$ cat src/rtl/cavlc_blk_scheduler.sv
// Walks the 16 luma 4x4 blocks of one macroblock through the CAVLC core and
// derives each block's nC context from left/top neighbour total_coeff values.
module cavlc_blk_scheduler #(
   parameter int unsigned MB_COLS = 20,
   parameter int unsigned MBX_W   = 5,
   parameter int unsigned MBY_W   = 7
) (
   input  logic             clk,
   input  logic             rst,
   input  logic             mb_start_i,
   input  logic [MBX_W-1:0] mb_x_i,
   input  logic [MBY_W-1:0] mb_y_i,
   output logic             mb_ready_o,
   output logic             mb_done_o,
   output logic             blk_rd_en_o,
   output logic [3:0]       blk_rd_idx_o,
   output logic             cavlc_valid_o,
   output logic [4:0]       nc_o,
   input  logic             cavlc_done_i,
   input  logic [4:0]       total_coeff_i
);

   localparam int unsigned TopN = MB_COLS * 4;
   localparam int unsigned TopW = $clog2(TopN);

   typedef enum logic [2:0] {StIdle, StRd, StIssue, StWait, StNext, StDone} state_e;

   state_e           state_q, state_d;
   logic [3:0]       idx_q, idx_d;
   logic [MBX_W-1:0] mb_x_q, mb_x_d;
   logic [MBY_W-1:0] mb_y_q, mb_y_d;
   logic [4:0]       nc_q, nc_d;
   logic [4:0]       cur_q  [16];
   logic [4:0]       left_q [4];
   logic [4:0]       top_q  [TopN];

   logic             cur_we, top_we, left_we;
   logic [1:0]       x4, y4;
   logic [31:0]      top_pos;
   logic [TopW-1:0]  top_idx;
   logic             top_ok;
   logic             na_ok, nb_ok;
   logic [4:0]       na, nb, nc_calc, tc_sat;
   logic [5:0]       sum6;

   // Raster position inside the MB -> H.264 luma 4x4 scan index.
   function automatic logic [3:0] blk_idx(input logic [1:0] x, input logic [1:0] y);
      return {y[1], x[1], y[0], x[0]};
   endfunction

   assign x4      = {idx_q[2], idx_q[0]};
   assign y4      = {idx_q[3], idx_q[1]};
   assign top_pos = 32'({mb_x_q, x4});
   assign top_idx = top_pos[TopW-1:0];
   assign top_ok  = (top_pos < TopN);
   assign tc_sat  = (total_coeff_i > 5'd16) ? 5'd16 : total_coeff_i;

   always_comb begin
      na_ok = 1'b0;
      nb_ok = 1'b0;
      na    = 5'd0;
      nb    = 5'd0;
      if (x4 != 2'd0) begin
         na_ok = 1'b1;
         na    = cur_q[blk_idx(x4 - 2'd1, y4)];
      end else if (mb_x_q != '0) begin
         na_ok = 1'b1;
         na    = left_q[y4];
      end
      if (y4 != 2'd0) begin
         nb_ok = 1'b1;
         nb    = cur_q[blk_idx(x4, y4 - 2'd1)];
      end else if (mb_y_q != '0) begin
         nb_ok = 1'b1;
         nb    = top_ok ? top_q[top_idx] : 5'd0;
      end
      sum6 = {1'b0, na} + {1'b0, nb} + 6'd1;
      if (na_ok && nb_ok) nc_calc = sum6[5:1];
      else if (na_ok)     nc_calc = na;
      else if (nb_ok)     nc_calc = nb;
      else                nc_calc = 5'd0;
   end

   always_comb begin
      state_d = state_q;
      idx_d   = idx_q;
      mb_x_d  = mb_x_q;
      mb_y_d  = mb_y_q;
      nc_d    = nc_q;
      cur_we  = 1'b0;
      top_we  = 1'b0;
      left_we = 1'b0;
      unique case (state_q)
         StIdle: begin
            if (mb_start_i) begin
               mb_x_d  = mb_x_i;
               mb_y_d  = mb_y_i;
               idx_d   = 4'd0;
               state_d = StRd;
            end
         end
         StRd: begin
            nc_d    = nc_calc;
            state_d = StIssue;
         end
         StIssue: state_d = StWait;
         StWait: begin
            if (cavlc_done_i) begin
               cur_we  = 1'b1;
               // Bottom row feeds the MB below; its own top reads happened in row 0.
               top_we  = (y4 == 2'd3) && top_ok;
               state_d = StNext;
            end
         end
         StNext: begin
            if (idx_q == 4'd15) begin
               state_d = StDone;
            end else begin
               idx_d   = idx_q + 4'd1;
               state_d = StRd;
            end
         end
         StDone: begin
            left_we = 1'b1;
            idx_d   = 4'd0;
            state_d = StIdle;
         end
         default: state_d = StIdle;
      endcase
   end

   always_ff @(posedge clk or negedge rst) begin
      if (!rst) begin
         state_q <= StIdle;
         idx_q   <= 4'd0;
         mb_x_q  <= '0;
         mb_y_q  <= '0;
         nc_q    <= 5'd0;
         for (int i = 0; i < 16; i++) cur_q[i] <= 5'd0;
         for (int i = 0; i < 4; i++) left_q[i] <= 5'd0;
         for (int i = 0; i < int'(TopN); i++) top_q[i] <= 5'd0;
      end else begin
         state_q <= state_d;
         idx_q   <= idx_d;
         mb_x_q  <= mb_x_d;
         mb_y_q  <= mb_y_d;
         nc_q    <= nc_d;
         if (cur_we) cur_q[idx_q] <= tc_sat;
         if (top_we) top_q[top_idx] <= tc_sat;
         if (left_we) begin
            for (int i = 0; i < 4; i++) left_q[i] <= cur_q[blk_idx(2'd3, 2'(i))];
         end
      end
   end

   assign mb_ready_o    = (state_q == StIdle);
   assign mb_done_o     = (state_q == StDone);
   assign blk_rd_en_o   = (state_q == StRd);
   assign cavlc_valid_o = (state_q == StIssue);
   assign blk_rd_idx_o  = idx_q;
   assign nc_o          = nc_q;

endmodule

$ cat config.mk
export PLATFORM = sky130hd
export DESIGN_NAME = cavlc_blk_scheduler
export DESIGN_NICKNAME = d
export VERILOG_FILES = /design/src/rtl/cavlc_blk_scheduler.sv
export SDC_FILE = /design/constraint.sdc
export NUM_CORES = 1
export LEC_CHECK = 0
export BUFFER_PORTS_ARGS = -buffer_cell sky130_fd_sc_hd__buf_4
export CAP_MARGIN = 20
export CORE_UTILIZATION = 27
export DETAILED_ROUTE_END_ITERATION = 16
export RECOVER_POWER = 50
export SYNTH_ARGS = -nofsm -noshare
export SYNTH_HDL_FRONTEND = slang
export SYNTH_SLANG_ARGS = --single-unit
$ cat constraint.sdc
create_clock -name clk -period 8.1 [get_ports clk]
set_input_delay 1.62 -clock clk [delete_from_list [all_inputs] [get_ports clk]]
set_output_delay 1.62 -clock clk [all_outputs]
set_load 0.05 [all_outputs]
Yosys cells after proc, flatten, opt, wreduce, memory -nomap -nowiden
Index checks and enable logic that the tools add are counted.
{ "word_totals": {"inputBits": 21, "wordCells": 190, "regBits": 524} }
{ "classes": {"n_bitwise": 5, "reduce_logical": 13, "order_cmp": 9, "addsub": 5, "mux": 43, "n_eq_ne": 10} }
{ "op_table": {"columns": ["op", "count"], "rows": [
  ["400-bit bitwise mux", 1],
  ["5-bit 2-to-1 mux", 19],
  ["80-bit bitwise mux", 1],
  ["5-bit binary-select mux with 4-bit select", 2],
  ["5-bit binary-select mux with 7-bit select", 1],
  ["5-bit demux with 7-bit select", 1],
  ["5-bit demux with 4-bit select", 1],
  ["5-bit greater-or-equal comparator (second input constant)", 3],
  ["4-bit NOT with 5-bit output", 3],
  ["3-bit one-hot mux with 5 select lines", 1],
  ["4-bit one-hot mux with 3 select lines", 1],
  ["5-bit binary-select mux with 2-bit select", 1],
  ["1-bit 2-to-1 mux", 9],
  ["3-bit 2-to-1 mux", 3],
  ["8-bit greater-or-equal comparator (second input constant)", 1],
  ["8-bit by 1-bit < comparator with 1-bit output (second input constant)", 1],
  ["4-bit 2-to-1 mux", 2],
  ["7-bit NOT with 8-bit output", 1],
  ["7-bit < comparator (second input constant)", 1],
  ["7-bit nonzero test", 1],
  ["5-bit by 5-bit adder with 6-bit output", 1],
  ["6-bit by 1-bit adder with 6-bit output (second input constant)", 1],
  ["3-bit by 2-bit == test with 1-bit output (second input constant)", 2],
  ["3-bit == test (second input constant)", 2],
  ["17 further kinds", 25]
]} }

Longest topological paths before layout
Gate-level depths: netlist (run 1).
{ "depth": {"word_depth": 10, "depth_mapped": 21, "ltp_nobuf": 17} }

Least setup slack after synthesis (run 1)
Ideal clock, no wire load.
{ "synth_path": {"path_type": "reg2reg", "startpoint": "register idx_q[0], in the netlist blk_rd_idx_o[0]", "endpoint": "register nc_q[3], in the netlist nc_o[3]", "path_slack_ns": 3.529, "path_buffers": 6, "arrival_ns": 4.451, "stages_incl_launch_ff": 22, "required_time_ns": 7.980, "setup_time_ns": 0.120, "cell_sequence": "dfrtp_1 buf_6 buf_6 buf_6 inv_1 buf_2 buf_1 ha_1 clkbuf_1 mux2i_1 nor3_1 a211oi_2 o21ai_1 nor3_1 fa_1 inv_1 a21o_1 a21oi_1 xor2_1 o21ai_1 mux2_2 a31o_1"} }
{ "synth_between": {"elab_chain_cells": 10} }
{ "synth_rtl": {"columns": ["item", "line_no", "source"], "rows": [
  ["from (decl)", "29", "logic [3:0] idx_q, idx_d;"],
  ["from (signal assigned)", "144", "idx_q <= idx_d;"],
  ["7-bit NOT with 8-bit output (implied by the code)", "75", "nb = top_ok ? top_q[top_idx] : 5'd0;"],
  ["5-bit binary-select mux with 7-bit select", "75", null],
  ["5-bit 2-to-1 mux (implied by the code) (2 in a row)", "75", null],
  ["5-bit 2-to-1 mux", "75", null],
  ["5-bit 2-to-1 mux", "73", "end else if (mb_y_q != '0) begin"],
  ["5-bit 2-to-1 mux", "70", "if (y4 != 2'd0) begin"],
  ["5-bit by 5-bit adder with 6-bit output / 5-bit 2-to-1 mux (equally long branches)", "77, 80", null],
  ["6-bit by 1-bit adder with 6-bit output / 5-bit 2-to-1 mux (equally long branches)", "77, 79", null],
  ["5-bit 2-to-1 mux (*)", "78", "if (na_ok && nb_ok) nc_calc = sum6[5:1];"],
  ["to (signal assigned)", "147", "nc_q <= nc_d;"],
  ["to (decl)", "32", "logic [4:0] nc_q, nc_d;"]
]} }
Mark *: on every way between the ends. The rest lies on a longest branch, timed or not. The select of a mux whose other input is x is not followed.
A chain may end at the register's enable or synchronous reset.

Final worst setup path (run 1)
Same ends and word-level chain as after synthesis.

==> flow_summary.yaml, run 1 <==
yosys:
  synth_adder_area_share_pct: 0.6263
  synth_area_mm2: 0.02517
  synth_simple_gate_area_share_pct: 7.640
  synthMuxAreaShare_pct: 27.95
  yosysWarnings: 0
  synth_top_family_by_area: "multiplexers"
  synth_edf_count: 0
  synthFlopType: "dfrtp_1"
  avgSynthCellArea_um2: 12.42
  synth_compound_area_share_pct: 8.853
  yosys_register_bits: 524
  ys_seq_area_share_pct: 52.10
  syn-num-nets: 2060
  async_flop_share_pct: 100.0
  synth-xor-area-share_pct: 0.06959
  yosys.cell_types.count: 72
  synth_cells: 2027
hold_path:
  hp-start: "left_q[8]"
  min_path_type: "reg -> reg"
  hold_path_end: "left_q[8]"
  holdPathStages: 2
worst_setup_path:
  cp_data_arrival_time_ns: 6.71
  end_kind: "flip-flop"
  critPathKind: "reg -> reg"
  cp_data_required_time_ns: 8.59
  crit_path_start_kind: "flip-flop"
  r2r-start: "blk_rd_idx_o[0]"
  crit_fanout: 49
  r2r-end: "nc_o[3]"
  reg2reg_depth: 14
  reg2reg_slack_ns: 1.88
drt:
  drcViolationCount: 0
  drtIter0Drc: 1820
  antenna_left: 0
  viasPerCell: 5.332
  wl_um: 77020
  firstDrtPassIters: 5
  wire_per_inst_um: 23.32
  vias: 17610
clock_network:
  numCtsBuffers: 55
  postCtsSetupBuffers: 0
  insertion_delay_ns: 0.62
  htree_levels: 2
  cts_sinks: 524
  clock-root-buffer: "clkbuf_16"
  cts_resized: 0
  path_clk_slew_ns: 0.06
  cts_hold_buf: 0
  clock_path_buffers: 3
  cts_tree: "done"
pwr:
  powerDensity_mw_per_mm2: 252.4
  peakVddDrop_v: 0.0001969
  p_sw_uw: 2406
  power_frac_comb_pct: 22.0
  power_uw: 7218
  p_seq_share_pct: 40.4
  p_int_uw: 4813
  power_frac_clock_pct: 37.6
  p_leak_uw: 0.01279
  swShare_pct: 33.33
placed_design:
  gp_congestion: 0.9197
  port_buffers: 33
  dp_hpwl_um: 50240
  place_ws_ns: 3.101
final_layout:
  finish.utilization_pct: 31.11
  area_growth_pct: 13.62
  fillCellCount: 9263
  n_antenna_cell: 0
  drive_above_1_share_pct: 34.17
  final_nets: 2047
timing:
  rsz0062_at_grt: "no"
  max_slew_margin_pct: -187.5
  fin_hold_ws_ns: 0.4738
  setup_violations: 0
  min_period_over_period_pct: 76.79
  slew_viol_final: 484
  fin_ws_ns: 1.880
  finalSetupTns_ns: 0
  hold_violations: 0
  tightest_slew_ns: 4.313
  finalCriticalPeriod_ns: 6.220
  max_freq_ghz: 0.1608
  clock_skew_ns: 0.02211
global_route:
  grt_antenna_before_repair: 0
  track_usage_pct: 16.26
  grt_max_degree: 168
  grt_pass1_vias: 18092
  grt_pass1_wl_um: 118000
  overflow: 0
floorplanning:
  start_util_pct: 27.38
  die_x_um: 307.3
  ios: 34
  rows: 111
  die_h_um: 307.3
  core_mm2: 0.09194
  die-area_mm2: 0.09445
status:
  status: "finished with violations"
  violations: "max-capacitance violations, max-slew violations"
run:
  drv_cap: 5
[worst max path at each step]
stage / from / to / slack [ns]
floorplan: blk_rd_idx_o[0] / nc_o[3] / 3.53
global route: blk_rd_idx_o[0] / nc_o[3] / 1.51
detailed placement: blk_rd_idx_o[0] / nc_o[3] / 3.10
CTS: blk_rd_idx_o[0] / nc_o[3] / 3.05
global placement: blk_rd_idx_o[0] / nc_o[3] / 3.07
finish: blk_rd_idx_o[0] / nc_o[3] / 1.88
[registers in the layout, summed over array words and instances (netlist names)]
name and count:
mb_x_q 5, top_q 400, state_q 3, mb_y_q 7
left_q 20, blk_rd_idx_o 4, cur_q 80, nc_o 5
[synth_stat cells, types with 25 or more instances]
cell type  instances  area [um2]
clkbuf_1          90       337.8
a221oi_1          38       332.8
nand2_1          208       780.8
mux2_2           467        5259
mux2i_1           41       410.4
buf_2             25       125.1
a21oi_1           38       190.2
mux4_2            58        1306
nor2_1           121       454.2
o21ai_0           90       450.4
dfrtp_1          524       13110
a22oi_1           56       420.4
[layout make-up]
type	instances	area, um2	share of cell area (%)
clock buffer	76	1608	5.622
clock inverter	27	340.3	1.190
inverter	18	67.56	0.2363
multi-input combinational	1346	11410	39.90
sequential	524	13120	45.87
tap	1243	1555	5.438
timing repair buffer	69	499.2	1.746
[power by group through the flow]
stage	Combinational (uW)	Clock [uW]	Sequential (uW)
final	1590	2710	2920
after global routing	1660	2870	2930
after CTS	1560	2760	2920
after detailed placement	1550	0	2960
after global placement	1540	0	2960
after floorplan	1000	0	2850
[through the flow]
stage / instances / cell area (um2)
3_5_place_dp: 3198 / 26690
4_1_cts: 3301 / 28640
6_report: 3303 / 28600
2_1_floorplan: 2027 / 25170
3_3_place_gp: 3198 / 26690
5_1_grt: 3303 / 28600
[cell families (layout without fill, tap and decap cells)]
kind of cell,after synthesis,in the layout
DFF,524,524
muxes,571,571
xor gates and xnor gates,2,2
buffers and inverters,157,190
AOI/OAI and AO/OA,324,324
adders and majority gates,12,12
and+or+nand+nor,437,437
[worst max-delay path, cell delays in order (launching register included)]
cell	delay, ns
dfrtp_1	1.94
buf_4	0.68
mux4_2	0.58
nor2_1	0.34
o22ai_1	0.17
o311a_1	0.42
nor3_1	0.45
fa_1	0.32
inv_1	0.06
a21o_1	0.18
a21oi_1	0.20
xor2_1	0.16
o21ai_1	0.07
mux2_2	0.26
a31o_1	0.18
[metal layers]
metal	up-vias	routed length (um)	global-route usage [%]
li1	7416	-	-
met3	210	5644	3.021
met5	-	0	0
met1	9186	32750	21.86
met2	798	35210	25.52
met4	0	3414	7.023
[cells in the final DEF (no fill, tap or decap), types with 16 or more instances in the layout]
| master | count |
|---|---|
| dfrtp_1 | 521 |
| nor2_1 | 120 |
| inv_1 | 17 |
| a21oi_1 | 38 |
| mux2i_1 | 41 |
| a22oi_1 | 56 |
| mux2_2 | 467 |
| clkbuf_16 | 57 |
| mux4_2 | 58 |
| nand2_1 | 208 |
| o21ai_0 | 90 |
| a221oi_1 | 38 |
| buf_4 | 59 |
| o221ai_1 | 16 |
(Power assumes the default switching activity.)
==> inputs of run 2 (changes only) <==
==> constraint.sdc (replaced) <==
create_clock -name clk -period 5.2 [get_ports clk]
set_input_delay 1.04 -clock clk [delete_from_list [all_inputs] [get_ports clk]]
set_output_delay 1.04 -clock clk [all_outputs]
set_load 0.05 [all_outputs]
==> run 2 against run 1 <==
Compared with the run above:
- highest routed layer unchanged
- critical endpoint unchanged
- the run still ends with max-capacitance violations, max-slew violations left
- clock-buffer cell count increased by 7
- critical path depth increased by 1
- largest power group unchanged
- flip-flop and latch count did not move
==> flow_summary.yaml, run 2 (synthesis results as in run 1) <==
clock_network:
  clock_path_buffers: 3
  cts_sinks: 524
  path_clk_slew_ns: 0.06
  htree_levels: 2
  cts_hold_buf: 0
  insertion_delay_ns: 0.62
  numCtsBuffers: 55
  postCtsSetupBuffers: 0
  cts_resized: 0
  clock-root-buffer: "clkbuf_16"
  cts_tree: "done"
run:
  drv_cap: 2
pwr:
  power_uw: 11060
  p_leak_uw: 0.01292
  peakVddDrop_v: 0.0002584
  powerDensity_mw_per_mm2: 385.1
timing:
  fin_hold_ws_ns: 0.4723
  hold_violations: 0
  min_period_over_period_pct: 87.78
  max_freq_ghz: 0.2191
  finalSetupTns_ns: 0
  setup_violations: 0
  slew_viol_final: 163
  max_slew_margin_pct: -77.78
  finalCriticalPeriod_ns: 4.565
  rsz0062_at_grt: "no"
  tightest_slew_ns: 2.667
  clock_skew_ns: 0.02174
global_route:
  grt_pass1_vias: 18658
  grt_pass1_wl_um: 119600
  grt_antenna_before_repair: 2
  track_usage_pct: 16.47
  grt_max_degree: 107
  overflow: 0
status:
  violations: "max-capacitance violations, max-slew violations"
  status: "finished with violations"
placed_design:
  gp_congestion: 0.9486
  dp_hpwl_um: 52100
  port_buffers: 33
final_layout:
  reg_top3: "top_q x400, cur_q x80, left_q x20"
  largest_reg_flops: 400
  drive_above_1_share_pct: 35.21
  final_cell_mix: "520 x dfrtp_1, 467 x mux2_2, 208 x nand2_1"
  fillCellCount: 9214
  top_register: "top_q"
  final_common_cell: "dfrtp_1"
  area_growth_pct: 14.16
  final_nets: 2085
drt:
  firstDrtPassIters: 7
  wl_um: 77660
  drcViolationCount: 0
  wire_per_inst_um: 23.25
  vias: 17772
  antenna_left: 0
  drtIter0Drc: 1813
  viasPerCell: 5.321
worst_setup_path:
  cp_data_required_time_ns: 5.69
  critPathKind: "reg -> reg"
  cp_data_arrival_time_ns: 5.05
  crit_fanout: 33
  r2r-end: "nc_o[3]"
  reg2reg_depth: 15
  reg2reg_slack_ns: 0.64
  r2r-start: "blk_rd_idx_o[0]"
  end_kind: "flip-flop"
  crit_path_start_kind: "flip-flop"
floorplanning:
  ios: 34
  die-area_mm2: 0.09445
  die_h_um: 307.3
  die_x_um: 307.3
  rows: 111
  start_util_pct: 27.38
  core_mm2: 0.09194
hold_path:
  hp-start: "left_q[1]"
  hold_path_end: "left_q[1]"
  holdPathStages: 2
  min_path_type: "reg -> reg"
## run 2: cell count changes in the layout (fill, tap and decap cells not counted), sizes merged
| cell | delta |
|---|---|
| clkbuf | +6 |
| clkinvlp | -2 |
| buf | +39 |
| bufinv | -6 |
| clkinv | -1 |
| diode | +1 |
## run 2: routing by layer
layer  vias up  global-route usage [%]  routed length, um
li1       7500                       -                  -
met1      9274                   21.72              32330
met2       802                   26.28              36250
met3       196                   3.228               5731
met4         0                   7.023               3344
met5         -                       0                  0
## run 2: metrics by stage
stage                     worst slack [ns]  util (%)  std cells  instance area (um2)
after floorplan                     0.6289         -       2027                25170
after global placement              0.7369     29.37       3237                27010
after detailed placement            0.6734     29.37       3237                27010
after CTS                           0.6264     31.31       3338                28780
after global routing                0.3709     31.25       3339                28730
final                               0.6354     31.25       3340                28730
## run 2: cell type report
| type | count | area, um2 | share of cell area, % |
|---|---|---|---|
| Tap cell | 1243 | 1555 | 5.413 |
| Sequential cell | 524 | 13120 | 45.67 |
| Timing Repair Buffer | 107 | 802.0 | 2.791 |
| Multi-Input combinational cell | 1346 | 11410 | 39.70 |
| Inverter | 18 | 67.56 | 0.2351 |
| Antenna cell | 1 | 2.502 | 0.008709 |
| Clock buffer | 83 | 1633 | 5.683 |
| Clock inverter | 18 | 143.9 | 0.5008 |
## run 2: critical path: stages (launching register included)
cell and delay (ns):
dfrtp_4 0.80, buf_4 0.53, mux4_2 0.56, mux2i_1 0.15
nor3_1 0.07, a211oi_2 0.25, o21ai_1 0.15, nor3_1 0.51
fa_1 0.34, inv_1 0.06, a21o_1 0.17, a21oi_1 0.16
xor2_1 0.18, o21ai_1 0.08, mux2_2 0.26, a31o_1 0.19
## run 2: how the worst max path moves through the flow
stage	slack [ns]	to	cells after the start	startpoint
floorplan	0.63	nc_o[3]	21	blk_rd_idx_o[0]
global placement	0.74	nc_o[3]	15	blk_rd_idx_o[0]
detailed placement	0.67	nc_o[3]	15	blk_rd_idx_o[0]
CTS	0.63	nc_o[3]	15	blk_rd_idx_o[0]
global route	0.37	blk_rd_idx_o[2]	2	rst
finish	0.64	nc_o[3]	15	blk_rd_idx_o[0]
## run 2: report_power, final
part / switching (uW) / internal (uW) / total, uW / leakage [uW]
Sequential: 300 / 4230 / 4530 / 0.00727
Clock: 1680 / 2220 / 3890 / 0.000881
Combinational: 1790 / 854 / 2640 / 0.00477
==> inputs of run 3 (changes only) <==
--- a/config.mk
+++ b/config.mk
@@ -9,6 +9,7 @@
 export CAP_MARGIN = 20
 export CORE_UTILIZATION = 27
 export DETAILED_ROUTE_END_ITERATION = 16
+export PLACE_DENSITY = 0.53
 export RECOVER_POWER = 50
 export SYNTH_ARGS = -nofsm -noshare
 export SYNTH_HDL_FRONTEND = slang
==> run 3 against run 2 <==
Compared with the run above:
- the flow still finishes with violations (max-capacitance violations, max-slew violations)
- clock-buffer cell count decreased by 4
- combinational power about the same
- final cell count decreased by 0.33%
- non-clock buffer count decreased by 13
- via count decreased by 1.2%
- largest power group unchanged
- highest routed layer unchanged
- critical path depth decreased by 2
==> flow_summary.yaml, run 3 (synthesis results as in run 1) <==
status:
  status: "finished with violations"
  violations: "max-capacitance violations, max-slew violations"
final_layout:
  final_nets: 2074
  fillCellCount: 9274
  reg_top3: "top_q x400, cur_q x80, left_q x20"
  final_cell_mix: "520 x dfrtp_1, 467 x mux2_2, 208 x nand2_1"
  area_growth_pct: 14.69
  register_area_mm2: 0.01313
  largest_reg_flops: 400
  top_register: "top_q"
  drive_above_1_share_pct: 34.90
  multi_input_area_mm2: 0.01141
  final_cell_area_mm2: 0.02887
  n_antenna_cell: 0
  final_common_cell: "dfrtp_1"
hold_path:
  min_path_type: "reg -> reg"
placed_design:
  dpl-instance-area_mm2: 0.02693
  gp_congestion: 0.8860
  dp_hpwl_um: 53330
  port_buffers: 33
clock_network:
  path_clk_slew_ns: 0.06
  clock-root-buffer: "clkbuf_16"
  clock_path_buffers: 3
  insertion_delay_ns: 0.67
  htree_levels: 2
  postCtsSetupBuffers: 0
  cts_resized: 0
  numCtsBuffers: 57
  cts_tree: "done"
  cts_sinks: 524
  cts_hold_buf: 0
timing:
  tightest_slew_ns: 2.827
  clock_skew_ns: 0.05990
  rsz0062_at_grt: "no"
  finalSetupTns_ns: 0
  finalCriticalPeriod_ns: 4.702
  hold_violations: 0
  max_slew_margin_pct: -88.46
  max_freq_ghz: 0.2127
  min_period_over_period_pct: 90.41
  slew_viol_final: 99
  setup_violations: 0
drt:
  antenna_left: 0
  firstDrtPassIters: 5
  vias: 17552
  viasPerCell: 5.272
  drtIter0Drc: 1373
  wire_per_inst_um: 24.12
  drcViolationCount: 0
  wl_um: 80280
worst_setup_path:
  path_delay_family: "compound AO/OA/AOI/OAI gates"
  cp_slowest_cell: "nor2b_1"
  crit_path_start_kind: "flip-flop"
  cp_num_buf_inv: 0
  crit_fanout: 46
  critPathKind: "reg -> reg"
  end_kind: "flip-flop"
  cp_slowest_stage_delay_ns: 0.94
  cp_data_required_time_ns: 5.70
  cp_data_arrival_time_ns: 5.20
  cp_cell_sequence: "nor2b_1 > a22oi_1 > o221ai_1 > a41oi_1 > a31oi_1 > or2_1 > ha_1 > a21o_1 > a21oi_1 > xor2_1 > o21ai_1 > mux2_2 > a31o_1"
global_route:
  grt_pass1_vias: 18090
  overflow: 0
  grt_pass1_wl_um: 122600
  grt_max_degree: 109
  grt_antenna_before_repair: 0
  track_usage_pct: 17.09
pwr:
  peakVddDrop_v: 0.0002717
  powerDensity_mw_per_mm2: 396.7
  power_uw: 11450
  p_leak_uw: 0.01295
run:
  drv_cap: 1
floorplanning:
  rows: 111
  ios: 34
  die_x_um: 307.3
  die_h_um: 307.3
  core_mm2: 0.09194
  start_util_pct: 27.38
  die-area_mm2: 0.09445
## run 3: cell types whose count changed in the layout (fill, tap and decap cells not counted)
cell,change
clkinv_16,+2
dfrtp_4,+1
diode_2,-1
bufinv_16,+6
buf_4,-14
clkbuf_16,+1
inv_16,+1
clkinv_2,+1
dfrtp_2,-1
clkbuf_4,-2
clkbuf_8,-5
clkinv_4,-3
buf_12,+3
## run 3: worst paths after layout
check	from	to	slack [ns]	cells after the start
worst max-delay path	blk_rd_idx_o[2]	nc_o[3]	0.50	13
worst min-delay path	left_q[12]	left_q[12]	0.47	2
max in group asynchronous	rst	top_q[39]	1.04	2
worst max register to register	blk_rd_idx_o[2]	nc_o[3]	0.50	13
worst min register to register	left_q[12]	left_q[12]	0.47	2
min in group asynchronous	rst	top_q[210]	1.29	1
## run 3: per-stage QoR
step	util [%]	hold slack, ns	cells	setup WS [ns]
CTS	31.44	0.4818	3329	0.6209
global route	31.40	0.5070	3329	0.3517
detailed placement	29.29	0.4666	3225	0.7069
global placement	29.29	0.4558	3225	0.6875
finish	31.40	0.4749	3329	0.4985
floorplan	-	0.4404	2027	0.6289
## run 3: report_power, final
| part | internal [uW] | switching (uW) | total [uW] |
|---|---|---|---|
| Combinational | 844 | 1810 | 2650 |
| Clock | 2500 | 1780 | 4280 |
| Sequential | 4230 | 282 | 4510 |
## run 3: layout make-up
class / count / area share (%)
clock buffer: 79 / 5.504
clock inverter: 25 / 1.326
inverter: 18 / 0.2340
multi-input combinational: 1346 / 39.51
sequential: 524 / 45.46
tap: 1243 / 5.387
timing repair buffer: 94 / 2.570
## run 3: worst reg2reg max path, cell delays in order, from the launching register on
cell      delay [ns]
dfrtp_4         0.72
nor2b_1         0.99
a22oi_1         0.24
o221ai_1        0.34
a41oi_1         0.26
a31oi_1         0.48
or2_1           0.18
ha_1            0.28
a21o_1          0.18
a21oi_1         0.17
xor2_1          0.17
o21ai_1         0.07
mux2_2          0.29
a31o_1          0.18
## run 3: metal layers
metal	GRT usage, %	share of wire, %	vias to the layer above
li1	-	-	7479
met1	23.86	45	9260
met2	27.04	46	656
met3	2.705	6.1	157
met4	5.403	3.0	0
met5	0	0	-
